$ cat config.mk
export PLATFORM = sky130hd
export DESIGN_NAME = sbp_lookup_ingress_flat
export DESIGN_NICKNAME = d
export VERILOG_FILES = /design/src/rtl/sbp_pkg.sv /design/src/rtl/sbp_lookup_ingress_if.sv /design/src/rtl/sbp_sync_fifo.sv /design/src/rtl/sbp_lookup_ingress.sv /design/src/flat_wrapper.sv
export SDC_FILE = /design/constraint.sdc
export NUM_CORES = 1
export LEC_CHECK = 0
export CORE_MARGIN = 4
export CORE_UTILIZATION = 55
export CTS_CLUSTER_SIZE = 20
export DETAILED_ROUTE_END_ITERATION = 8
export MAX_ROUTING_LAYER = met4
export PLACE_DENSITY = 0.8
export SLEW_MARGIN = 20
export SYNTH_ARGS = -nofsm -noshare
export SYNTH_HDL_FRONTEND = slang
export SYNTH_HIERARCHICAL = 1
export SYNTH_SLANG_ARGS = --single-unit
export TNS_END_PERCENT = 20
$ cat constraint.sdc
create_clock -name clk -period 13.1 [get_ports clk]
set_clock_uncertainty 0.2 [all_clocks]
set_input_delay 3.275 -clock clk [delete_from_list [all_inputs] [get_ports clk]]
set_output_delay 3.275 -clock clk [all_outputs]
set_load 0.05 [all_outputs]
$ cat src/rtl/sbp_pkg.sv
// rtl/sbp_pkg.sv - shared widths, constants and update request type for the lookup ingress
package sbp_pkg;
  localparam int ADDR_BITS      = 32;
  localparam int LEN_BITS       = 6;
  localparam int MAX_PREFIX_LEN = 32;
  localparam int STAGE_ID_BITS  = 6;
  localparam int LOCATION_BITS  = 11;
  // pad2+stage6, pad1+loc11, pad2+lr2
  localparam int RESULT_BITS    = 24;
  localparam int ROOT_STAGE_ID  = 1;
  localparam int STAGE_ID_IDLE  = 0;
  localparam int CREDITS        = 8;
  localparam int UPD_FIFO_DEPTH = 4;
  localparam int MAX_UPD_BURST  = 4;

  typedef struct packed {
    logic [ADDR_BITS-1:0]     prefix;
    logic [LEN_BITS-1:0]      len;
    logic [STAGE_ID_BITS-1:0] stage_id;
    logic [LOCATION_BITS-1:0] location;
    logic [RESULT_BITS-1:0]   result;
  } upd_req_t;
endpackage

$ cat src/rtl/sbp_lookup_ingress_if.sv
// rtl/sbp_lookup_ingress_if.sv - request, credit and token signals of the lookup ingress
// Lookup request (lkp_valid_i/lkp_ready_o/lkp_addr_i), update request (upd_*),
// credit return, issued token (valid_o..result_o), credits_o and sticky err_o.
// slave: the ingress block; master: the requester / pipeline side.
interface sbp_lookup_ingress_if import sbp_pkg::*; #(
  parameter int CREDITS = sbp_pkg::CREDITS
);
  logic                          lkp_valid_i;
  logic                          lkp_ready_o;
  logic [ADDR_BITS-1:0]          lkp_addr_i;
  logic                          upd_valid_i;
  logic                          upd_ready_o;
  logic [ADDR_BITS-1:0]          upd_prefix_i;
  logic [LEN_BITS-1:0]           upd_len_i;
  logic [STAGE_ID_BITS-1:0]      upd_stage_id_i;
  logic [LOCATION_BITS-1:0]      upd_location_i;
  logic [RESULT_BITS-1:0]        upd_result_i;
  logic                          credit_ret_i;
  logic                          valid_o;
  logic                          update_o;
  logic [ADDR_BITS-1:0]          ip_addr_o;
  logic [LEN_BITS-1:0]           bit_pos_o;
  logic [STAGE_ID_BITS-1:0]      stage_id_o;
  logic [LOCATION_BITS-1:0]      location_o;
  logic [RESULT_BITS-1:0]        result_o;
  logic [$clog2(CREDITS+1)-1:0]  credits_o;
  logic                          err_o;

  modport slave (
    input  lkp_valid_i, lkp_addr_i, upd_valid_i, upd_prefix_i, upd_len_i,
           upd_stage_id_i, upd_location_i, upd_result_i, credit_ret_i,
    output lkp_ready_o, upd_ready_o, valid_o, update_o, ip_addr_o, bit_pos_o,
           stage_id_o, location_o, result_o, credits_o, err_o
  );

  modport master (
    output lkp_valid_i, lkp_addr_i, upd_valid_i, upd_prefix_i, upd_len_i,
           upd_stage_id_i, upd_location_i, upd_result_i, credit_ret_i,
    input  lkp_ready_o, upd_ready_o, valid_o, update_o, ip_addr_o, bit_pos_o,
           stage_id_o, location_o, result_o, credits_o, err_o
  );
endinterface

$ cat src/rtl/sbp_sync_fifo.sv
// rtl/sbp_sync_fifo.sv - single-clock FIFO of type T with full/empty flags
// Ports: clk, rst (async, active-low), push/push_data, pop/pop_data (head, valid when !empty), full, empty.
// DEPTH must be a power of 2, at least 2. Push while full is taken only with a pop in the
// same cycle; pop while empty is ignored, so a push into an empty FIFO is never bypassed.
module sbp_sync_fifo #(
  parameter type T     = logic,
  parameter int  DEPTH = 4
) (
  input  logic clk,
  input  logic rst,
  input  logic push,
  input  T     push_data,
  input  logic pop,
  output T     pop_data,
  output logic full,
  output logic empty
);
  localparam int AW = $clog2(DEPTH);

  T             mem [DEPTH];
  logic [AW-1:0] wr_ptr;
  logic [AW-1:0] rd_ptr;
  logic [AW:0]   count;
  logic          do_push;
  logic          do_pop;

  assign empty    = (count == '0);
  assign full     = (count == (AW+1)'(DEPTH));
  assign do_pop   = pop && !empty;
  assign do_push  = push && (!full || do_pop);
  assign pop_data = mem[rd_ptr];

  always_ff @(posedge clk or negedge rst) begin
    if (!rst) begin
      wr_ptr <= '0;
      rd_ptr <= '0;
      count  <= '0;
    end else begin
      if (do_push) wr_ptr <= wr_ptr + AW'(1);
      if (do_pop)  rd_ptr <= rd_ptr + AW'(1);
      if (do_push && !do_pop)      count <= count + (AW+1)'(1);
      else if (do_pop && !do_push) count <= count - (AW+1)'(1);
    end
  end

  always_ff @(posedge clk) begin
    if (do_push) mem[wr_ptr] <= push_data;
  end
endmodule

$ cat src/rtl/sbp_lookup_ingress.sv
// rtl/sbp_lookup_ingress.sv - arbitrates lookups and table updates into one pipeline token per cycle
// Ports: clk, rst (async, active-low), bus (sbp_lookup_ingress_if.slave): lookup and update
// requests in, credit returns in, registered token out, credits_o and sticky err_o out.
module sbp_lookup_ingress import sbp_pkg::*; #(
  parameter int ROOT_STAGE_ID  = sbp_pkg::ROOT_STAGE_ID,
  parameter int CREDITS        = sbp_pkg::CREDITS,
  parameter int UPD_FIFO_DEPTH = sbp_pkg::UPD_FIFO_DEPTH,
  parameter int MAX_UPD_BURST  = sbp_pkg::MAX_UPD_BURST
) (
  input logic                 clk,
  input logic                 rst,
  sbp_lookup_ingress_if.slave bus
);
  localparam int CW = $clog2(CREDITS + 1);
  localparam int BW = $clog2(MAX_UPD_BURST + 1);

  typedef struct packed {
    logic                     valid;
    logic                     update;
    logic [ADDR_BITS-1:0]     ip_addr;
    logic [LEN_BITS-1:0]      bit_pos;
    logic [STAGE_ID_BITS-1:0] stage_id;
    logic [LOCATION_BITS-1:0] location;
    logic [RESULT_BITS-1:0]   result;
  } token_t;

  upd_req_t      upd_req;
  upd_req_t      fifo_head;
  logic          fifo_push, fifo_pop, fifo_full, fifo_empty;
  logic          upd_accept, upd_len_bad;
  logic          lkp_eligible, lkp_win, upd_win;
  logic          credit_ovf;
  logic [CW-1:0] credits;
  logic [BW-1:0] burst_cnt;
  logic          err;
  token_t        tok_d, tok_q;

  assign upd_req = '{prefix:   bus.upd_prefix_i,
                     len:      bus.upd_len_i,
                     stage_id: bus.upd_stage_id_i,
                     location: bus.upd_location_i,
                     result:   bus.upd_result_i};

  // Over-long prefixes are still handshaken so the requester never stalls on them.
  assign upd_len_bad     = bus.upd_len_i > LEN_BITS'(MAX_PREFIX_LEN);
  assign upd_accept      = bus.upd_valid_i && !fifo_full;
  assign fifo_push       = upd_accept && !upd_len_bad;
  assign bus.upd_ready_o = !fifo_full;

  sbp_sync_fifo #(.T(upd_req_t), .DEPTH(UPD_FIFO_DEPTH)) u_fifo (
    .clk       (clk),
    .rst       (rst),
    .push      (fifo_push),
    .push_data (upd_req),
    .pop       (fifo_pop),
    .pop_data  (fifo_head),
    .full      (fifo_full),
    .empty     (fifo_empty)
  );

  // Updates have priority, but a waiting lookup gets through after MAX_UPD_BURST updates.
  assign lkp_eligible    = bus.lkp_valid_i && (credits != '0);
  assign lkp_win         = lkp_eligible && (fifo_empty || burst_cnt == BW'(MAX_UPD_BURST));
  assign upd_win         = !fifo_empty && !lkp_win;
  assign fifo_pop        = upd_win;
  assign bus.lkp_ready_o = lkp_win;

  assign credit_ovf = bus.credit_ret_i && !lkp_win && (credits == CW'(CREDITS));

  always_comb begin
    tok_d = '0;
    if (lkp_win) begin
      tok_d.valid    = 1'b1;
      tok_d.ip_addr  = bus.lkp_addr_i;
      tok_d.stage_id = STAGE_ID_BITS'(ROOT_STAGE_ID);
    end else if (upd_win) begin
      tok_d.valid    = 1'b1;
      tok_d.update   = 1'b1;
      tok_d.ip_addr  = fifo_head.prefix;
      tok_d.bit_pos  = fifo_head.len;
      tok_d.stage_id = fifo_head.stage_id;
      tok_d.location = fifo_head.location;
      tok_d.result   = fifo_head.result;
    end
  end

  always_ff @(posedge clk or negedge rst) begin
    if (!rst) begin
      tok_q     <= '0;
      credits   <= CW'(CREDITS);
      burst_cnt <= '0;
      err       <= 1'b0;
    end else begin
      tok_q <= tok_d;

      // Burst only counts updates that actually held a lookup back.
      if (lkp_win)                    burst_cnt <= '0;
      else if (upd_win && lkp_eligible) burst_cnt <= burst_cnt + BW'(1);

      if (lkp_win && !bus.credit_ret_i)                  credits <= credits - CW'(1);
      else if (!lkp_win && bus.credit_ret_i && !credit_ovf) credits <= credits + CW'(1);

      if (credit_ovf || (upd_accept && upd_len_bad)) err <= 1'b1;
    end
  end

  assign bus.valid_o    = tok_q.valid;
  assign bus.update_o   = tok_q.update;
  assign bus.ip_addr_o  = tok_q.ip_addr;
  assign bus.bit_pos_o  = tok_q.bit_pos;
  assign bus.stage_id_o = tok_q.stage_id;
  assign bus.location_o = tok_q.location;
  assign bus.result_o   = tok_q.result;
  assign bus.credits_o  = credits;
  assign bus.err_o      = err;
endmodule
$ cat src/flat_wrapper.sv
// flat-port wrapper written by rule: the top's interface ports become plain ports
module sbp_lookup_ingress_flat import sbp_pkg::*;
#(
  parameter int ROOT_STAGE_ID  = sbp_pkg::ROOT_STAGE_ID,
  parameter int CREDITS        = sbp_pkg::CREDITS,
  parameter int UPD_FIFO_DEPTH = sbp_pkg::UPD_FIFO_DEPTH,
  parameter int MAX_UPD_BURST  = sbp_pkg::MAX_UPD_BURST
)
  (clk, rst, bus_lkp_valid_i, bus_lkp_addr_i, bus_upd_valid_i, bus_upd_prefix_i, bus_upd_len_i, bus_upd_stage_id_i, bus_upd_location_i, bus_upd_result_i, bus_credit_ret_i, bus_lkp_ready_o, bus_upd_ready_o, bus_valid_o, bus_update_o, bus_ip_addr_o, bus_bit_pos_o, bus_stage_id_o, bus_location_o, bus_result_o, bus_credits_o, bus_err_o);
  sbp_lookup_ingress_if #(.CREDITS(CREDITS)) bus_i ();
  input logic clk;
  input logic rst;
  input wire logic [$bits(bus_i.lkp_valid_i)-1:0] bus_lkp_valid_i;
  input wire logic [$bits(bus_i.lkp_addr_i)-1:0] bus_lkp_addr_i;
  input wire logic [$bits(bus_i.upd_valid_i)-1:0] bus_upd_valid_i;
  input wire logic [$bits(bus_i.upd_prefix_i)-1:0] bus_upd_prefix_i;
  input wire logic [$bits(bus_i.upd_len_i)-1:0] bus_upd_len_i;
  input wire logic [$bits(bus_i.upd_stage_id_i)-1:0] bus_upd_stage_id_i;
  input wire logic [$bits(bus_i.upd_location_i)-1:0] bus_upd_location_i;
  input wire logic [$bits(bus_i.upd_result_i)-1:0] bus_upd_result_i;
  input wire logic [$bits(bus_i.credit_ret_i)-1:0] bus_credit_ret_i;
  output wire logic [$bits(bus_i.lkp_ready_o)-1:0] bus_lkp_ready_o;
  output wire logic [$bits(bus_i.upd_ready_o)-1:0] bus_upd_ready_o;
  output wire logic [$bits(bus_i.valid_o)-1:0] bus_valid_o;
  output wire logic [$bits(bus_i.update_o)-1:0] bus_update_o;
  output wire logic [$bits(bus_i.ip_addr_o)-1:0] bus_ip_addr_o;
  output wire logic [$bits(bus_i.bit_pos_o)-1:0] bus_bit_pos_o;
  output wire logic [$bits(bus_i.stage_id_o)-1:0] bus_stage_id_o;
  output wire logic [$bits(bus_i.location_o)-1:0] bus_location_o;
  output wire logic [$bits(bus_i.result_o)-1:0] bus_result_o;
  output wire logic [$bits(bus_i.credits_o)-1:0] bus_credits_o;
  output wire logic [$bits(bus_i.err_o)-1:0] bus_err_o;
  assign bus_i.lkp_valid_i = bus_lkp_valid_i;
  assign bus_i.lkp_addr_i = bus_lkp_addr_i;
  assign bus_i.upd_valid_i = bus_upd_valid_i;
  assign bus_i.upd_prefix_i = bus_upd_prefix_i;
  assign bus_i.upd_len_i = bus_upd_len_i;
  assign bus_i.upd_stage_id_i = bus_upd_stage_id_i;
  assign bus_i.upd_location_i = bus_upd_location_i;
  assign bus_i.upd_result_i = bus_upd_result_i;
  assign bus_i.credit_ret_i = bus_credit_ret_i;
  assign bus_lkp_ready_o = bus_i.lkp_ready_o;
  assign bus_upd_ready_o = bus_i.upd_ready_o;
  assign bus_valid_o = bus_i.valid_o;
  assign bus_update_o = bus_i.update_o;
  assign bus_ip_addr_o = bus_i.ip_addr_o;
  assign bus_bit_pos_o = bus_i.bit_pos_o;
  assign bus_stage_id_o = bus_i.stage_id_o;
  assign bus_location_o = bus_i.location_o;
  assign bus_result_o = bus_i.result_o;
  assign bus_credits_o = bus_i.credits_o;
  assign bus_err_o = bus_i.err_o;
  sbp_lookup_ingress #(.ROOT_STAGE_ID(ROOT_STAGE_ID), .CREDITS(CREDITS), .UPD_FIFO_DEPTH(UPD_FIFO_DEPTH), .MAX_UPD_BURST(MAX_UPD_BURST)) u_core (.clk(clk), .rst(rst), .bus(bus_i));
endmodule
==> run metrics, run 1 <==
run status=complete, no violations; effective utilization at floorplan=a little under three fifths; final design instance area without fill=between 0.015 and 0.02 mm2; most repeated cell in the gate-level netlist after synthesis=sky130_fd_sc_hd__edfxtp_1; post-route total power=4.58 mW; setup tns final=0 ns; Worst-Skew Late Latency=between 0.5 and 0.6 ns; slew at the pin with the worst max-slew slack=roughly 0.9 ns; DR WL/cell=22.2 um; # setup viols final=0; overall track demand over capacity in global routing=19.8%; CP Launch Type=primary input; post-synthesis sequential area ratio=between 70% and 80%; cells after synthesis=691; clk sinks=approximately 400; max frequency=115 MHz; Boundary Pins=roughly 200; DRC Markers=0; net count after synthesis=between 800 and 900; Total Routed Length=roughly 29000 um; count of synthesis-stage warnings from yosys=6; fraction of post-synthesis cell area in the top cell type by area=62.5%; worst setup path start=bus_lkp_valid_i; maximum number of pins on one net before global-route repair=81; via/cell ratio=roughly 5.6; count of pins over their slew limit=0; max_cap viols=0; via count of the first global-routing pass=approximately 7800; Hold/Removal Path Class=reg2reg; iteration count of the initial detailed-routing pass=4; area occupied by multi-input gates=around 0.0029 mm2; Avg Synthesized Cell Area=between 20 and 25 um2; # hold bufs at CTS=0; data required time of the worst path=between 9 and 10 ns; data arrival time of the critical path=about 5.2 ns; element type at the critical path end=output port; Routed Antenna Nets=0; RD Place Congestion=between 0.7 and 0.8; H-tree levels=2; number of cells on the worst reg-to-reg path=6; cell type with the largest total area after synthesis=sky130_fd_sc_hd__edfxtp_1; number of buffers inserted during clock tree synthesis=40; CTS Buffer Depth=3; Power Density=~240 mW/mm2; post-synth cell types=44; Synth Flop Type=sky130_fd_sc_hd__edfxtp_1; Max-Slew Margin vs Limit=39.4%; hpwl dp=~17000 um; total global routing overflow=0; Port Buf Inserts=between 200 and 250; fraction of registers with async set or reset after synthesis=about a quarter; crit path kind=in2out; placement-stage cell area=0.0174 mm2; Syn-to-layout area delta=23.8%; cells taking the most area after synthesis=sky130_fd_sc_hd__edfxtp_1 62%, sky130_fd_sc_hd__dfrtp_1 16%, sky130_fd_sc_hd__mux4_2 12%, sky130_fd_sc_hd__and2_1 2.1%, sky130_fd_sc_hd__a22o_1 1.8%; setup repair after global routing missed its margin=no; CTS tree=done; Fill cells=~1700; final critical-path share of the clock period=roughly two thirds; die width=~170 um; worst r2r src=u_core/bus.credits_o[0]$_DFFE_PN0P_; Clock transition at path regs=~0.060 ns; total via count after detailed routing=7206; number of synthesized flops with an enable pin=316; minimum clock period after layout=8.68 ns; crit-path max FO=9; placeable core area=around 0.027 mm2; final net count=1038; total leakage power=around 6.6 nW; crit path capture=bus_lkp_ready_o; ranking of synthesized cells by instance count=316 x sky130_fd_sc_hd__edfxtp_1, 95 x sky130_fd_sc_hd__dfrtp_1, 79 x sky130_fd_sc_hd__mux4_2, 50 x sky130_fd_sc_hd__and2_1, 32 x sky130_fd_sc_hd__a22o_1; DIE AREA=~0.030 mm2; minimum setup slack among reg-to-reg paths=9.54 ns; overall die height=174 um; buffer type at the clock tree root=sky130_fd_sc_hd__clkbuf_16; maximum vdd ir drop=roughly 0.14 mV; post-synthesis sequential element count=about 410; number of cells upsized or downsized after cts=0; site row count=60; wire length of the first global-routing pass=44700 um; Hold Fails Final Rpt=0; initial antenna violation count=5; count of routing violations after the opening detailed-route iteration=roughly 530; footprint of the flip-flops and latches=0.0119 mm2; post-synthesis instance area=~0.015 mm2; Min Hold Slack=between 0.2 and 0.3 ns; fraction of final layout cells sized beyond drive strength 1=17.3%; number of buffers inserted to repair setup after CTS=0; utilization after layout=around 70%; Reg-to-Reg End=u_core/u_fifo/mem[1][73]$_DFFE_PP_
-- layer usage --
layer	wire (um)	GRT usage, %
met1	11500	25.7
met2	14600	31.5
met3	1880	4.57
met4	680	6.40
met5	0	-
-- layout by cell type, fill, tap and decap left out, types with 5 or more instances in the layout --
| master | netlist | final |
|---|---|---|
| sky130_fd_sc_hd__ha_1 | 8 | 8 |
| sky130_fd_sc_hd__dfrtp_1 | 95 | 93 |
| sky130_fd_sc_hd__nand2_1 | 5 | 5 |
| sky130_fd_sc_hd__clkdlybuf4s50_1 | 0 | 202 |
| sky130_fd_sc_hd__and2_1 | 50 | 46 |
| sky130_fd_sc_hd__clkinv_2 | 0 | 7 |
| sky130_fd_sc_hd__bufinv_16 | 0 | 5 |
| sky130_fd_sc_hd__xnor2_1 | 7 | 7 |
| sky130_fd_sc_hd__edfxtp_1 | 316 | 316 |
| sky130_fd_sc_hd__inv_1 | 13 | 13 |
| sky130_fd_sc_hd__diode_2 | 0 | 6 |
| sky130_fd_sc_hd__buf_4 | 0 | 10 |
| sky130_fd_sc_hd__nor3_1 | 6 | 6 |
| sky130_fd_sc_hd__clkbuf_16 | 0 | 42 |
| sky130_fd_sc_hd__clkinv_1 | 0 | 5 |
| sky130_fd_sc_hd__clkbuf_1 | 3 | 9 |
| sky130_fd_sc_hd__a22o_1 | 32 | 32 |
| sky130_fd_sc_hd__mux4_2 | 79 | 79 |
-- worst min path at each step --
stage | from | slack, ns | cells past startpoint | to
after floorplan | u_core/u_fifo/count[2]$_DFFE_PN0P_ | 0.25 | 1 | u_core/u_fifo/count[2]$_DFFE_PN0P_
after global placement | u_core/u_fifo/count[2]$_DFFE_PN0P_ | 0.28 | 1 | u_core/u_fifo/count[2]$_DFFE_PN0P_
after detailed placement | u_core/u_fifo/count[2]$_DFFE_PN0P_ | 0.29 | 1 | u_core/u_fifo/count[2]$_DFFE_PN0P_
after CTS | u_core/u_fifo/count[2]$_DFFE_PN0P_ | 0.30 | 1 | u_core/u_fifo/count[2]$_DFFE_PN0P_
after global routing | u_core/u_fifo/count[2]$_DFFE_PN0P_ | 0.32 | 1 | u_core/u_fifo/count[2]$_DFFE_PN0P_
final | u_core/u_fifo/count[2]$_DFFE_PN0P_ | 0.29 | 1 | u_core/u_fifo/count[2]$_DFFE_PN0P_
-- state kept, by name, summed over array words and instances (netlist names) --
name and flops:
u_core/u_fifo/rd_ptr 2, u_core/u_fifo/wr_ptr 2, u_core/u_fifo/mem 316, u_core/u_fifo/count 3
u_core/bus.update_o 1, u_core/bus.valid_o 1, u_core/bus.credits_o 4, u_core/burst_cnt 3
u_core/bus.err_o 1, u_core/bus.stage_id_o 6, u_core/bus.result_o 24, u_core/bus.bit_pos_o 6
u_core/bus.location_o 11, u_core/bus.ip_addr_o 32
-- worst max-delay path, stage by stage --
cell and delay (ns):
sky130_fd_sc_hd__clkdlybuf4s50_1 0.59, sky130_fd_sc_hd__o41a_4 0.26, sky130_fd_sc_hd__nand2_1 0.11, sky130_fd_sc_hd__inv_2 0.13, sky130_fd_sc_hd__clkdlybuf4s50_1 0.83
-- cell type report --
type | count | area share (%)
inverter | 14 | 0.279
sequential | 412 | 63.3
timing repair buffer | 213 | 11.2
clock inverter | 19 | 1.22
clock buffer | 54 | 5.99
tap | 341 | 2.27
multi-input combinational | 232 | 15.7
antenna | 6 | 0.0798
-- kinds of logic after synthesis --
group	count (synthesis)	synth area share, %
flops	412	78.3
xor+xnor	9	0.519
buf+inv	47	2.36
fa+ha+maj	9	0.791
compound gates	56	3.11
simple gates	76	2.99
mux	82	11.9
-- power breakdown --
part           switching (mW)  internal, mW
clock network           0.455         0.703
logic                   0.949         0.660
registers               0.130          1.69
total                    1.53          3.05
-- stage by stage --
stage	std cells	setup slack [ns]
after detailed placement	1212	4.43
after floorplan	691	5.64
after global routing	1290	4.36
after CTS	1285	4.41
final	1291	4.42
after global placement	1212	4.45
No activity file was read; power rests on OpenSTA's default activity.
==> inputs of run 2 (changes only) <==
CORE_UTILIZATION = 49   (was 55)
PLACE_DENSITY = 0.75   (was 0.8)
clock period = 7.5 ns   (was 13.1 ns; I/O delays follow)
==> run 2 against run 1 <==
Non-clock buffer count rose by 2. Via count grew 1.5%. Largest cell class unchanged. Global-route usage is 1.5 points lower. Critical path depth unchanged. Wire length is 3.7% higher. Clock-buffer cell count is 6 higher.
==> run metrics, run 2 (same netlist as run 1, synthesis figures left out) <==
count of routing violations after the opening detailed-route iteration=449; overall die height=approximately 180 um; post-route total power=between 8 and 9 mW; number of buffers inserted during clock tree synthesis=between 40 and 50; footprint of the flip-flops and latches=0.0119 mm2; Clock transition at path regs=roughly 0.06 ns; commonest non-fill, non-tap cell in the layout=sky130_fd_sc_hd__edfxtp_1; DRC Markers=0; most frequent cells in the layout=316 x sky130_fd_sc_hd__edfxtp_1, 202 x sky130_fd_sc_hd__clkdlybuf4s50_1, 93 x sky130_fd_sc_hd__dfrtp_1; slew at the pin with the worst max-slew slack=approximately 1.1 ns; H-tree levels=2; buffer type at the clock tree root=sky130_fd_sc_hd__clkbuf_16; via/cell ratio=between 5 and 6; CP Launch Type=primary input; final net count=about 1000; Syn-to-layout area delta=24.4%; max FFs per register=about 320; overall track demand over capacity in global routing=18.3%; Hold Fails Final Rpt=0; maximum number of pins on one net before global-route repair=81; data arrival time of the critical path=about 3.8 ns; total global routing overflow=0; max frequency=~170 MHz; final critical-path share of the clock period=between 70% and 80%; iteration count of the initial detailed-routing pass=4; CTS Buffer Depth=3; Routed Antenna Nets=0; setup repair after global routing missed its margin=no; number of buffers inserted to repair setup after CTS=0; total via count after detailed routing=around 7300; element type at the critical path end=output port; Boundary Pins=between 200 and 250; DR WL/cell=~22 um; initial antenna violation count=4; number of cells in the design after placement=between 1000 and 1500; final std cells w/o fill=roughly 1300; DIE AREA=0.0339 mm2; Most common cell on crit path=sky130_fd_sc_hd__clkdlybuf4s50_1; register with the most flip-flops=u_core/u_fifo/mem; CP max-delay cell=sky130_fd_sc_hd__clkdlybuf4s50_1; Fill cells=around 2100; hpwl dp=between 15000 and 20000 um; count of pins over their slew limit=0; Min Hold Slack=about 0.3 ns; total leakage power=between 6 and 7 nW; Worst-Skew Late Latency=~0.52 ns; slowest cell delay on critical path=approximately 0.81 ns; effective utilization at floorplan=between 40% and 50%; die width=184 um; wire length of the first global-routing pass=about 46000 um; crit path cell chain=clkdlybuf4s50_1, o41a_4, nand2_1, inv_2, clkdlybuf4s50_1; utilization after layout=between 60% and 70%; Total Routed Length=between 20000 and 30000 um; Hold/Removal Path Class=reg2reg; number of cells upsized or downsized after cts=0; maximum vdd ir drop=between 0.2 and 0.25 mV; fraction of final layout cells sized beyond drive strength 1=between 15 and 20%; data required time of the worst path=roughly 5.4 ns; placeable core area=0.0306 mm2; crit path kind=in2out; Max-Slew Margin vs Limit=a little over a quarter; Power Density=426 mW/mm2; site row count=64; via count of the first global-routing pass=~8000; Port Buf Inserts=between 200 and 250; # setup viols final=0; clk sinks=about 410; CTS tree=done; minimum clock period after layout=just under 6 ns; max_cap viols=0; area occupied by multi-input gates=between 0.002 and 0.003 mm2; setup tns final=0 ns; RD Place Congestion=0.731; crit-path max FO=9; # hold bufs at CTS=0; run status=complete, no violations
run 2: cell count changes in the layout (fill, tap and decap cells not counted):
cell,previous run,this run
sky130_fd_sc_hd__buf_6,1,0
sky130_fd_sc_hd__clkinv_2,7,4
sky130_fd_sc_hd__bufinv_16,5,4
sky130_fd_sc_hd__clkbuf_1,9,12
sky130_fd_sc_hd__clkbuf_8,3,6
sky130_fd_sc_hd__clkinv_4,1,3
sky130_fd_sc_hd__clkinv_1,5,1
sky130_fd_sc_hd__diode_2,6,4
sky130_fd_sc_hd__buf_4,10,13
sky130_fd_sc_hd__clkinvlp_4,0,1
run 2: metal layers:
metal / routed length (um) / GRT usage, % / vias to the layer above
met3: 1840 / 3.84 / 42
met5: 0 / - / -
met1: 12500 / 24.2 / 3805
met4: 547 / 4.53 / 0
met2: 14900 / 29.5 / 241
li1: - / - / 3224
run 2: final cells by class:
class,instances,area share (%)
well taps,396,2.62
diodes,4,0.0530
repair buffers,215,11.2
inverters,14,0.278
multi-input cells,232,15.6
flip-flops and latches,412,63.0
clock inverters,14,1.03
clock buffers,60,6.24
run 2: worst max-delay path, delay by kind of cell:
family                 cells  cell delay [ns]
buffers and inverters      3             1.55
and+or+nand+nor            1             0.12
AOI/OAI and AO/OA          1             0.27
run 2: power breakdown:
group          internal, mW  switching (mW)  total, mW
Clock                  1.23           0.813       2.05
Combinational          1.15            1.64       2.79
Sequential             2.95           0.274       3.22
Total                  5.33            2.72       8.05
run 2: worst paths after layout:
kind	start	endpoint	slack, ns	cells past startpoint
min in group asynchronous	rst	u_core/bus.credits_o[2]$_DFFE_PN0P_	1.08	1
setup / recovery	bus_lkp_valid_i	bus_lkp_ready_o	1.60	5
max in group asynchronous	rst	u_core/u_fifo/rd_ptr[1]$_DFFE_PN0P_	4.65	2
hold / removal	u_core/bus.err_o$_DFFE_PN0P_	u_core/bus.err_o$_DFFE_PN0P_	0.29	2
setup reg to reg	u_core/bus.credits_o[0]$_DFFE_PN0P_	u_core/u_fifo/count[1]$_DFFE_PN0P_	3.93	8
hold reg to reg	u_core/bus.err_o$_DFFE_PN0P_	u_core/bus.err_o$_DFFE_PN0P_	0.29	2
run 2: stage by stage:
step / setup slack (ns) / instance area (um2)
6_report: 1.60 / 18900
5_1_grt: 1.57 / 18900
4_1_cts: 1.61 / 18900
3_5_place_dp: 1.61 / 17500
3_3_place_gp: 1.67 / 17500
2_1_floorplan: 2.01 / 15200
==> inputs of run 3 (changes only) <==
clock period = 4.85 ns   (was 7.5 ns; I/O delays follow)
==> run 3 against run 2 <==
Final cell count grew 0.67%. Total power grew 57%. Register-to-register slack got worse by 2.2 ns. Worst setup slack lost 0.66 ns. Highest routed layer unchanged.
==> run metrics, run 3 (same netlist as run 1, synthesis figures left out) <==
run status=complete, no violations; CTS Buffer Depth=3; max frequency=255 MHz; crit path kind=in2out; fraction of power spent switching nets=around a third; minimum setup slack among reg-to-reg paths=approximately 1.7 ns; Worst-Skew Late Latency=0.52 ns; RD Place Congestion=between 0.7 and 0.8; wire length of the first global-routing pass=between 40000 and 50000 um; fraction of final layout cells sized beyond drive strength 1=between 10% and 20%; register with the most flip-flops=u_core/u_fifo/mem; # setup viols final=0; total leakage power=around 6.7 nW; number of buffers inserted to repair setup after CTS=0; number of buffers inserted during clock tree synthesis=41; commonest non-fill, non-tap cell in the layout=sky130_fd_sc_hd__edfxtp_1; number of cells upsized or downsized after cts=0; Boundary Pins=204; number of cells on the worst reg-to-reg path=10; worst r2r src=u_core/bus.credits_o[0]$_DFFE_PN0P_; slew at the pin with the worst max-slew slack=~0.92 ns; total global routing overflow=0; Post-Place Worst Slack=approximately 0.45 ns; placement-stage cell area=between 0.015 and 0.02 mm2; worst setup path start=bus_lkp_valid_i; count of pins over their slew limit=0; Clock transition at path regs=0.06 ns; DR WL/cell=roughly 23 um; most frequent cells in the layout=316 x sky130_fd_sc_hd__edfxtp_1, 201 x sky130_fd_sc_hd__clkdlybuf4s50_1, 93 x sky130_fd_sc_hd__dfrtp_1; maximum number of pins on one net before global-route repair=70; cell type group with the largest total delay on the critical path=buffers and inverters; Syn-to-layout area delta=26.1%; CP Launch Type=primary input; buffer type at the clock tree root=sky130_fd_sc_hd__clkbuf_16; Hold/Removal Path Class=reg2reg; total via count after detailed routing=approximately 7400; slack of the critical path=0.935 ns; Total Routed Length=approximately 30000 um; effective utilization at floorplan=about half; minimum clock period after layout=3.92 ns; setup tns final=0 ns; Power Density=approximately 660 mW/mm2; Port Buf Inserts=roughly 200; crit-path max FO=9; DRC Markers=0; via count of the first global-routing pass=approximately 8000; site row count=between 60 and 70; via/cell ratio=around 5.4; Clk network pwr share=between 20% and 30%; Combinational Power Share=roughly a third; setup repair after global routing missed its margin=no; DIE AREA=0.0339 mm2; final design instance area without fill=roughly 0.019 mm2; # hold bufs at CTS=0; number of buffer and inverter stages on the critical path=3; data required time of the worst path=approximately 3.4 ns; relative contribution of sequential cells to total power=39.1%; Max-Slew Margin vs Limit=38.6%; max_cap viols=0; hpwl dp=~19000 um; H-tree levels=2; slowest cell delay on critical path=0.60 ns; Hold Fails Final Rpt=0; placeable core area=0.0306 mm2; switching pwr=4.24 mW; final net count=1051; clk sinks=around 410; count of routing violations after the opening detailed-route iteration=just over 500; crit path capture=bus_lkp_ready_o; final critical-path share of the clock period=about four fifths; Routed Antenna Nets=0; die width=about 180 um; max FFs per register=316; critical path depth=5; source of the worst hold timing path=u_core/u_fifo/count[2]$_DFFE_PN0P_; iteration count of the initial detailed-routing pass=5; CTS tree=done; element type at the critical path end=output port; initial antenna violation count=2; overall track demand over capacity in global routing=between 10% and 20%; data arrival time of the critical path=2.50 ns; crit path cell chain=clkdlybuf4s50_1, o41a_4, nand2_1, inv_2, buf_12; maximum vdd ir drop=roughly 0.48 mV; design internal power=roughly 8.4 mW; overall die height=184 um; Reg-to-Reg End=u_core/u_fifo/count[2]$_DFFE_PN0P_; CP max-delay cell=sky130_fd_sc_hd__clkdlybuf4s50_1
[run 3: cell type report]
type / count / area, um2
antenna: 2 / 5.00
clock buffer: 59 / 1180
clock inverter: 16 / 240
fill: 2094 / 11400
inverter: 14 / 52.6
multi-input combinational: 232 / 2950
sequential: 412 / 11900
tap: 396 / 495
timing repair buffer: 225 / 2330
[run 3: worst min path at each step]
stage,end,slack (ns),cells after the start
after floorplan,u_core/u_fifo/count[2]$_DFFE_PN0P_,0.25,1
after global placement,u_core/bus.err_o$_DFFE_PN0P_,0.28,2
after CTS,u_core/u_fifo/count[2]$_DFFE_PN0P_,0.29,1
after global routing,u_core/bus.err_o$_DFFE_PN0P_,0.34,2
after detailed placement,u_core/bus.err_o$_DFFE_PN0P_,0.28,2
final,u_core/u_fifo/count[2]$_DFFE_PN0P_,0.29,1
[run 3: power by group through the flow]
stage | Sequential (mW) | Clock [mW] | Combinational [mW]
6_report | 4.94 | 3.28 | 4.43
3_5_place_dp | 5.02 | 0 | 4.46
4_1_cts | 4.96 | 3.35 | 4.50
3_3_place_gp | 5.00 | 0 | 4.44
2_1_floorplan | 6.07 | 0 | 2.07
5_1_grt | 5.02 | 3.51 | 4.70
[run 3: routing by layer]
| layer | vias to the layer above | share of wire (%) | track usage [%] |
|---|---|---|---|
| met4 | 0 | 2.2 | 4.44 |
| met2 | 249 | 51 | 30.6 |
| li1 | 3249 | - | - |
| met1 | 3813 | 41 | 25.5 |
| met5 | - | 0 | - |
| met3 | 52 | 6.2 | 3.70 |
[run 3: per-stage QoR]
step | hold WS, ns | utilization [%] | total power, mW | instances
detailed placement | 0.281 | 57.9 | 9.48 | 1279
finish | 0.289 | 62.6 | 12.6 | 1356
floorplan | 0.255 | - | 8.14 | 691
global route | 0.337 | 62.6 | 13.2 | 1356
CTS | 0.290 | 62.6 | 12.8 | 1354
global placement | 0.277 | 57.9 | 9.44 | 1279
[run 3: worst reg2reg max path, cell delays in order (launching register included)]
cell	delay, ns
sky130_fd_sc_hd__dfrtp_1	0.51
sky130_fd_sc_hd__o41a_4	0.57
sky130_fd_sc_hd__a31oi_4	0.24
sky130_fd_sc_hd__inv_1	0.07
sky130_fd_sc_hd__a21boi_2	0.35
sky130_fd_sc_hd__ha_1	0.28
sky130_fd_sc_hd__inv_1	0.07
sky130_fd_sc_hd__fa_1	0.37
sky130_fd_sc_hd__xor2_1	0.17
sky130_fd_sc_hd__nor2_1	0.11
sky130_fd_sc_hd__xor2_1	0.14
